**config.mk**
```make
export PLATFORM = sky130hd
export DESIGN_NAME = sys_array_ctrl
export DESIGN_NICKNAME = d
export VERILOG_FILES = /design/src/rtl/sys_array_ctrl.sv
export SDC_FILE = /design/constraint.sdc
export NUM_CORES = 1
export LEC_CHECK = 0
export CAP_MARGIN = 20
export CORE_MARGIN = 8
export CORE_UTILIZATION = 45
export DETAILED_ROUTE_END_ITERATION = 10
export PLACE_DENSITY = 0.67
export SYNTH_ARGS = -nofsm -noshare
export SYNTH_HDL_FRONTEND = slang
export SYNTH_SLANG_ARGS = --single-unit
```
**constraint.sdc**
```tcl
create_clock -name clk -period 6.3 [get_ports clk]
set_input_delay 0.63 -clock clk [delete_from_list [all_inputs] [get_ports clk]]
set_output_delay 0.63 -clock clk [all_outputs]
set_load 0.1 [all_outputs]
```
**src/rtl/sys_array_ctrl.sv**
```systemverilog
// Sequencer for the SysDimension x SysDimension systolic MAC array: feed, flush and drain per tile.
// Optional SYS_CTRL_PERF_EN adds busy-cycle and stall-cycle counters.
//
// state   | meaning
// IDLE    | waiting for start
// FEED    | streaming featureLen words from the buffers into the array edges
// FLUSH   | edges forced to zero while the pipeline drains into the accumulators
// DRAIN   | presenting one result row per handshake
// DONE    | one-cycle completion pulse

module sys_array_ctrl #(
  parameter int SysDimension   = 32,
  parameter int featureLen     = 128,
  parameter int InitialLatency = 45,
  parameter int AddrWidth      = 16,
  parameter int TileWidth      = 8,
  localparam int RowWidth      = (SysDimension > 1) ? $clog2(SysDimension) : 1
) (
  input  logic                 clk,
  input  logic                 rst,
  input  logic                 start,
  input  logic [TileWidth-1:0] num_tiles,
  output logic                 busy,
  output logic                 done,
  input  logic                 in_valid,
  output logic                 rd_en,
  output logic [AddrWidth-1:0] rd_addr,
  output logic                 feed_zero,
  output logic                 array_enable,
  output logic [RowWidth-1:0]  out_row,
  output logic                 out_valid,
  input  logic                 out_ready,
  output logic                 out_last
`ifdef SYS_CTRL_PERF_EN
  ,
  output logic [31:0]          perf_cycles,
  output logic [31:0]          perf_stalls
`endif
);

  localparam int KWidth    = (featureLen > 1) ? $clog2(featureLen) : 1;
  localparam int FlushLen  = InitialLatency + 2 * (SysDimension - 1);
  localparam int FlushW    = $clog2(InitialLatency + 2 * SysDimension);

  localparam logic [2:0] S_IDLE  = 3'd0;
  localparam logic [2:0] S_FEED  = 3'd1;
  localparam logic [2:0] S_FLUSH = 3'd2;
  localparam logic [2:0] S_DRAIN = 3'd3;
  localparam logic [2:0] S_DONE  = 3'd4;

  logic [2:0]           state;
  logic [2:0]           state_nxt;
  logic [TileWidth-1:0] num_tiles_q;
  logic [TileWidth-1:0] tile_idx;
  logic [KWidth-1:0]    k;
  logic [AddrWidth-1:0] base;
  logic [RowWidth-1:0]  row;
  logic [FlushW-1:0]    flush_cnt;
  logic                 rd_en_q;

  logic                 in_idle;
  logic                 in_feed;
  logic                 in_flush;
  logic                 in_drain;
  logic                 k_last;
  logic                 row_last;
  logic                 handshake;
  logic                 flush_tc;
  logic [TileWidth:0]   tile_next;
  logic                 more_tiles;
  logic                 accept_start;

  assign in_idle   = (state == S_IDLE);
  assign in_feed   = (state == S_FEED);
  assign in_flush  = (state == S_FLUSH);
  assign in_drain  = (state == S_DRAIN);

  assign k_last     = (k == KWidth'(featureLen - 1));
  assign row_last   = (row == RowWidth'(SysDimension - 1));
  assign flush_tc   = (flush_cnt == '0);
  assign tile_next  = {1'b0, tile_idx} + 1'b1;
  assign more_tiles = (tile_next < {1'b0, num_tiles_q});
  assign accept_start = in_idle & start;

  assign busy      = ~in_idle;
  assign done      = (state == S_DONE);
  assign rd_en     = in_feed & in_valid;
  assign rd_addr   = base + AddrWidth'(k);
  assign feed_zero = in_flush;
  // Buffer data arrives one cycle after the strobe, so the array steps on the delayed strobe.
  assign array_enable = (in_feed & rd_en_q) | in_flush;
  assign out_valid = in_drain;
  assign out_row   = row;
  assign handshake = out_valid & out_ready;
  assign out_last  = out_valid & row_last & (tile_idx == (num_tiles_q - TileWidth'(1)));

  always_comb begin
    state_nxt = state;
    case (state)
      S_IDLE: begin
        if (start) begin
          if (num_tiles == '0) state_nxt = S_DONE;
          else                 state_nxt = S_FEED;
        end
      end
      S_FEED: begin
        if (rd_en && k_last) state_nxt = S_FLUSH;
      end
      S_FLUSH: begin
        if (flush_tc) state_nxt = S_DRAIN;
      end
      S_DRAIN: begin
        if (handshake && row_last) begin
          if (more_tiles) state_nxt = S_FEED;
          else            state_nxt = S_DONE;
        end
      end
      S_DONE:  state_nxt = S_IDLE;
      default: state_nxt = S_IDLE;
    endcase
  end

  always_ff @(posedge clk or negedge rst) begin
    if (!rst) begin
      state   <= S_IDLE;
      rd_en_q <= 1'b0;
    end else begin
      state   <= state_nxt;
      rd_en_q <= rd_en;
    end
  end

  always_ff @(posedge clk or negedge rst) begin
    if (!rst) begin
      num_tiles_q <= '0;
      tile_idx    <= '0;
      k           <= '0;
      base        <= '0;
      row         <= '0;
      flush_cnt   <= '0;
    end else begin
      if (accept_start) begin
        num_tiles_q <= num_tiles;
        tile_idx    <= '0;
        k           <= '0;
        base        <= '0;
        row         <= '0;
      end

      if (rd_en) begin
        if (k_last) begin
          k         <= '0;
          flush_cnt <= FlushW'(FlushLen - 1);
        end else begin
          k <= k + 1'b1;
        end
      end

      if (in_flush && !flush_tc) flush_cnt <= flush_cnt - 1'b1;

      // Address base advances per tile instead of multiplying tile_idx by featureLen.
      if (in_drain && handshake) begin
        if (row_last) begin
          row      <= '0;
          tile_idx <= tile_idx + 1'b1;
          base     <= base + AddrWidth'(featureLen);
        end else begin
          row <= row + 1'b1;
        end
      end
    end
  end

`ifdef SYS_CTRL_PERF_EN
  logic stall_cycle;

  assign stall_cycle = (in_feed & ~in_valid) | (in_drain & ~out_ready);

  always_ff @(posedge clk or negedge rst) begin
    if (!rst) begin
      perf_cycles <= '0;
      perf_stalls <= '0;
    end else if (accept_start) begin
      perf_cycles <= '0;
      perf_stalls <= '0;
    end else if (busy) begin
      perf_cycles <= perf_cycles + 32'd1;
      if (stall_cycle) perf_stalls <= perf_stalls + 32'd1;
    end
  end
`else
  // Performance counters are not built in this configuration.
`endif

endmodule

```
==> reports/qor.csv <==
stage,metric,value,unit
placed_design,HPWL after DPL,5500,µm
final_layout,Ant. Diodes,0,
sta,fin crit share,65.7,%
global_routing,GR Util All Layers,15.0,%
sta,Final setup viols,0,
power_and_ir_drop,clock power share,19.1,%
power_and_ir_drop,Leak,0.00179,µW
final_layout,"commonest non-fill, non-tap cell in the layout",dfrtp_1,
clock_network,total CTS buffers,5,
clock_network,CTS tree,yes,
job,maximum capacitance violations,0,
power_and_ir_drop,worst IR drop on VDD,225,µV
logic_synthesis,synthesized net count,413,
logic_synthesis,Synth Register Bits,55,
worst_hold_path,min-delay worst type,in2async,
sta,worst rel slew slack,34.0,%
logic_synthesis,Syn. warnings,0,
sta,Final Max Tran Viols,0,
critical_path,CP peak stage delay,1.16,ns
clock_network,CTS Sinks,55,
global_routing,grt total ovfl,0,
sta,Fin Clk Skew,0.00709,ns
sta,RSZ-0062 raised after global routing,no,
logic_synthesis,Cell variety after synth,48,
route,drt wl/cell,14.6,µm
floorplan,die area,10600,µm²
logic_synthesis,"area leader, netlist",dfrtp_1,
floorplan,I/O pin total,41,
power_and_ir_drop,sequential share of power,41.0,%
global_routing,maximum number of pins on one net before global-route repair,56,
global_routing,initial antenna violation count,0,
clock_network,clock root buffer,clkbuf_8,
floorplan,initial core utilization,46.8,%
critical_path,critical path class,reg2out,
sta,fmax,0.242,GHz
final_layout,"commonest non-fill, non-tap cells in the layout","55 x dfrtp_1, 43 x nand2_1, 39 x clkdlybuf4s50_1",
route,via count,2791,
logic_synthesis,"top cells by area, synth","dfrtp_1 40%, ha_1 8.4%, xnor2_1 5.9%",
clock_network,hold_buf cts,0,
power_and_ir_drop,Internal,625,µW
critical_path,critical path cell sequence,"ha_1, inv_1, fa_1, nor2b_1, o31ai_1, a21oi_1, nand4_1, xnor2_1, clkdlybuf4s50_1",
floorplan,Cell Rows,31,
clock_network,cts repair resizes,0,
sta,Worst-Margin Slew,0.987,ns
final_layout,Final nets,453,
clock_network,CTS max path bufs,2,
floorplan,Die W,103,µm
sta,Setup WS post-layout,2.16,ns
power_and_ir_drop,PD cells,272,nW/µm²
route,First-pass DRT Iterations,4,
sta,final hold violations,0,
route,Residual DRC,0,
power_and_ir_drop,P_sw,465,µW
route,DRT iter0 DRCs,93,
route,vias per inst,5.41,
logic_synthesis,Avg Synthesized Cell Area,9.08,µm²
final_layout,area growth from synthesis to layout,17.2,%
global_routing,number of global-route vias before repair,2720,
critical_path,slowest CP cell,clkdlybuf4s50_1,
logic_synthesis,Synth Flop Type,dfrtp_1,
sta,Tmin final,4.14,ns
status,status,finished clean,
logic_synthesis,ys async rst share,100,%
final_layout,layout cell share with drive strength beyond 1,5.04,%
power_and_ir_drop,logic gate share of total power,39.9,%
logic_synthesis,register area share after synthesis,40.3,%
power_and_ir_drop,Sw Ratio,42.7,%
critical_path,Startpoint Class,flip-flop,
clock_network,"Reg clk slew, reported paths",0.10,ns
logic_synthesis,synthesized area,3420,µm²
logic_synthesis,cells after synthesis,376,
critical_path,kind of end point of the critical path,output port,
placed_design,setup slack at placement,2.56,ns
clock_network,post-CTS setup buffer count,0,
floorplan,height of the die,103,µm
clock_network,H-tree depth,2,
sta,final setup TNS,0,ns
floorplan,Core Region,7290,µm²
placed_design,Port Buffers,40,
critical_path,WP buf/inv,2,
placed_design,Placer Congestion,0.834,
critical_path,WP data arrival,3.51,ns
logic_synthesis,Yosys top cell area share,40.3,%
critical_path,crit-path max FO,4,
critical_path,CP top delay family,buffers and inverters,
route,Post-DRT Antenna Nets,0,
logic_synthesis,number of enable flip-flop cells after synthesis,0,
clock_network,"Clk Latency, worst-skew pair",0.32,ns
global_routing,first-pass GRT wire length,12700,µm
route,WL final,7520,µm
critical_path,CP Data Required Time,5.67,ns
## per-layer routing
layer | part of all wire [%] | vias up | global-route usage, %
met5 | 0 | - | 0
met4 | 0.83 | 0 | 4.34
met3 | 5.7 | 7 | 4.32
met2 | 45 | 58 | 23.7
met1 | 49 | 1314 | 19.3
li1 | - | 1412 | -
## synth_stat cells (all sizes together), types with 10 or more instances
| cell type | n |
|---|---|
| dfrtp | 55 |
| nand2 | 43 |
| o21ai | 39 |
| nor2 | 24 |
| ha | 23 |
| xnor2 | 23 |
| inv | 20 |
| nand3 | 18 |
| a21oi | 12 |
| and2 | 11 |
| xor2 | 10 |
## sequential cells by signal, summed over array words and instances (netlist names)
register / flops
num_tiles_q: 8
k: 7
rd_en_q: 1
state: 3
tile_idx: 8
flush_cnt: 7
base: 16
out_row: 5
## power groups by stage
stage / Combinational, µW / Clock [µW] / Sequential (µW)
after floorplan: 355 / 0 / 433
after global placement: 434 / 0 / 450
after detailed placement: 440 / 0 / 452
after CTS: 440 / 214 / 446
after global routing: 480 / 229 / 455
final: 435 / 208 / 447
## stage by stage
| stage | instance area (µm²) | util (%) | instances | hold WS (ns) | power [µW] |
|---|---|---|---|---|---|
| after floorplan | 3420 | - | 376 | 0.334 | 788 |
| after global placement | 3910 | 53.6 | 508 | 0.478 | 884 |
| after detailed placement | 3910 | 53.6 | 508 | 0.479 | 892 |
| after CTS | 4000 | 54.9 | 516 | 0.472 | 1100 |
| after global routing | 4000 | 54.9 | 516 | 0.502 | 1160 |
| final | 4000 | 54.9 | 516 | 0.441 | 1090 |
## cell type report
type | instances | area (µm²)
flip-flops and latches | 55 | 1380
repair buffers | 42 | 410
multi-input cells | 292 | 1920
fillers | 690 | 3290
inverters | 20 | 75.1
clock buffers | 6 | 82.6
well taps | 99 | 124
clock inverters | 2 | 16.3
## final timing paths
| kind | start | endpoint | slack [ns] | cells past startpoint |
|---|---|---|---|---|
| setup / recovery | k[0] | rd_addr[14] | 2.16 | 9 |
| hold / removal | rst | flush_cnt[6] | 0.44 | 2 |
| setup reg to reg | tile_idx[0] | state[0] | 3.58 | 10 |
| hold reg to reg | base[2] | base[2] | 0.50 | 1 |
| max in group asynchronous | rst | num_tiles_q[3] | 5.39 | 2 |
| min in group clk | base[2] | base[2] | 0.50 | 1 |
## kinds of logic after synthesis
group,count (synthesis),share of synthesized area (%)
AND/OR/NAND/NOR,146,22.2
AO/OA/AOI/OAI,86,15.6
flip-flops,55,40.3
XOR/XNOR,33,8.46
buffers and inverters,29,3.52
adder cells (fa/ha/maj),24,9.01
multiplexers,3,0.916
Power figures use the tool's default switching activity.
==> edit: new RTL, same settings <==
Build with the macro `SYS_CTRL_PERF_EN` defined.
--- a/src/rtl/sys_array_ctrl.sv
+++ b/src/rtl/sys_array_ctrl.sv
@@ -7,6 +7,8 @@
 // FLUSH   | edges forced to zero while the pipeline drains into the accumulators
 // DRAIN   | presenting one result row per handshake
 // DONE    | one-cycle completion pulse
+
+`define SYS_CTRL_PERF_EN
 
 module sys_array_ctrl #(
   parameter int SysDimension   = 32,
Check against the original RTL (old outputs only; new: perf_cycles and perf_stalls): equivalent (equiv_simple and equiv_induct, registers matched by name and starting in step).
==> edit against the original RTL <==
  * Largest power group is now the clock network
  * Synthesized area up 95%
  * Sequential share of layout area rose by 0.87 points
  * Power up 130%
  * Via count grew 100%
  * Largest cell class unchanged
  * Routed wire length is 120% higher
  * Combinational power rose by 55%
  * Register-to-register slack worse by 60 ps
  * Global-route usage up 2.9 points
  * Sequential cell count grew 64
  * Final area rose by 110%
  * Worst setup slack got worse by 140 ps
==> edit: results (changes against the original RTL) <==
vias in the first global route=5449 (+100%); Vias/cell=5.57 (+3.1%); compound-cell area share of the yosys netlist=0.129 (-0.0273); post-synthesis xor/xnor area fraction=0.0800 (-0.00459); ranking of synthesized cells by area=dfrtp_1 45%, xnor2_1 5.9%, ha_1 4.7%, o21ai_0 4.6%, nand2_1 4.6%; Reg clk slew, reported paths=50 ps (-50 ps); Initial DRT Pass Iterations=5 (+1); Arr. time, crit path=3650 ps (+140 ps); Detailed Place HPWL=11500 µm (+110%); mux contribution to synthesized area=0.0180 (+0.00883); status=complete, no violations; Hold Worst Slack=26.5 ps (-414 ps); H-tree levels=4 (+2); wire length of the first global-routing pass=27000 µm (+110%); GRT Total Usage=0.178 (+0.0288); TritonCTS Buffers=17 (+12); layout cell share with drive strength beyond 1=0.0765 (+0.0261); Final Wtd Congestion=0.839 (+0.54%); clk root buf=clkbuf_16; First DRT Iteration DRCs=367 (+290%); NumNets Final=852 (+88%); clock skew=8.93 ps (+1.84 ps); Post-CTS Setup Repair Bufs=0 (unchanged); I/O Buffers=104 (+160%); reg2reg setup slack=3520 ps (-60 ps); largest net degree at the start of global routing=77 (+38%); leading registers by flop count=perf_cycles (32), perf_stalls (32), base (16); Slew HR=0.332 (-0.00792); Max VDD drop=207 µV (-7.9%); Distinct cells, synth=58 (+21%); Filler cells=1312 (+90%); Clk Latency, worst-skew pair=420 ps (+100 ps); leakage power=3.54 nW (+97%)
## edit: cell count changes in the layout (fill, tap and decap cells not counted), moves of 17 or more
cell / before / now
clkdlybuf4s50_1: 39 / 103
dfrtp_1: 55 / 119
nor2_1: 24 / 65
nand2_1: 43 / 82
nand3_1: 18 / 44
o21ai_0: 38 / 62
xnor2_1: 23 / 45
clkbuf_16: 0 / 17
## edit: per-layer routing
| metal | GRT usage | vias to the layer above | wire (µm) |
|---|---|---|---|
| li1 | - | 2735 | - |
| met1 | 0.221 | 2737 | 7330 |
| met2 | 0.286 | 126 | 7580 |
| met3 | 0.0554 | 21 | 1010 |
| met4 | 0.0681 | 0 | 247 |
| met5 | 0 | - | 0 |
## edit: through the flow
stage,std cells,util,instance area (µm²),power [mW]
after floorplan,709,-,6680,1.40
after global placement,977,0.541,7870,1.57
after detailed placement,977,0.541,7870,1.58
after CTS,1007,0.579,8420,2.50
after global routing,1008,0.581,8450,2.61
final,1008,0.581,8450,2.48
## edit: how the worst max path moves through the flow
stage                     depth (start not counted)     endpoint  slack [ps]
after floorplan                                   9   rd_addr[8]        2420
after global placement                           10  rd_addr[14]        2490
after detailed placement                         10  rd_addr[14]        2430
after CTS                                        10  rd_addr[14]        1990
after global routing                             10  rd_addr[12]        1810
final                                            10  rd_addr[14]        2020
## edit: worst max-delay path, stage by stage (launching register included)
cell and delay (ps):
dfrtp_1 410, ha_1 190, inv_1 50, fa_1 390
nor2b_1 160, o31a_1 150, o21ai_0 100, o21a_1 230
nor3_1 220, xor2_1 180, clkdlybuf4s50_1 1150
## edit: final cells by class
cell class,count,area share
clock buffers,27,0.0607
clock inverters,3,0.00474
inverters,27,0.0120
multi-input cells,540,0.414
flip-flops and latches,119,0.352
well taps,184,0.0272
repair buffers,108,0.129
## edit: cell families after synthesis
group / after synthesis
xor+xnor: 61
fa+ha+maj: 26
mux: 12
simple gates: 308
flops: 119
buf+inv: 50
compound gates: 133
## edit: report_power, final
part | switching (mW) | leakage, nW | total, mW | internal (mW)
Combinational | 0.494 | 1.66 | 0.675 | 0.181
Clock | 0.324 | 0.273 | 0.913 | 0.589
Sequential | 0.0705 | 1.61 | 0.890 | 0.819
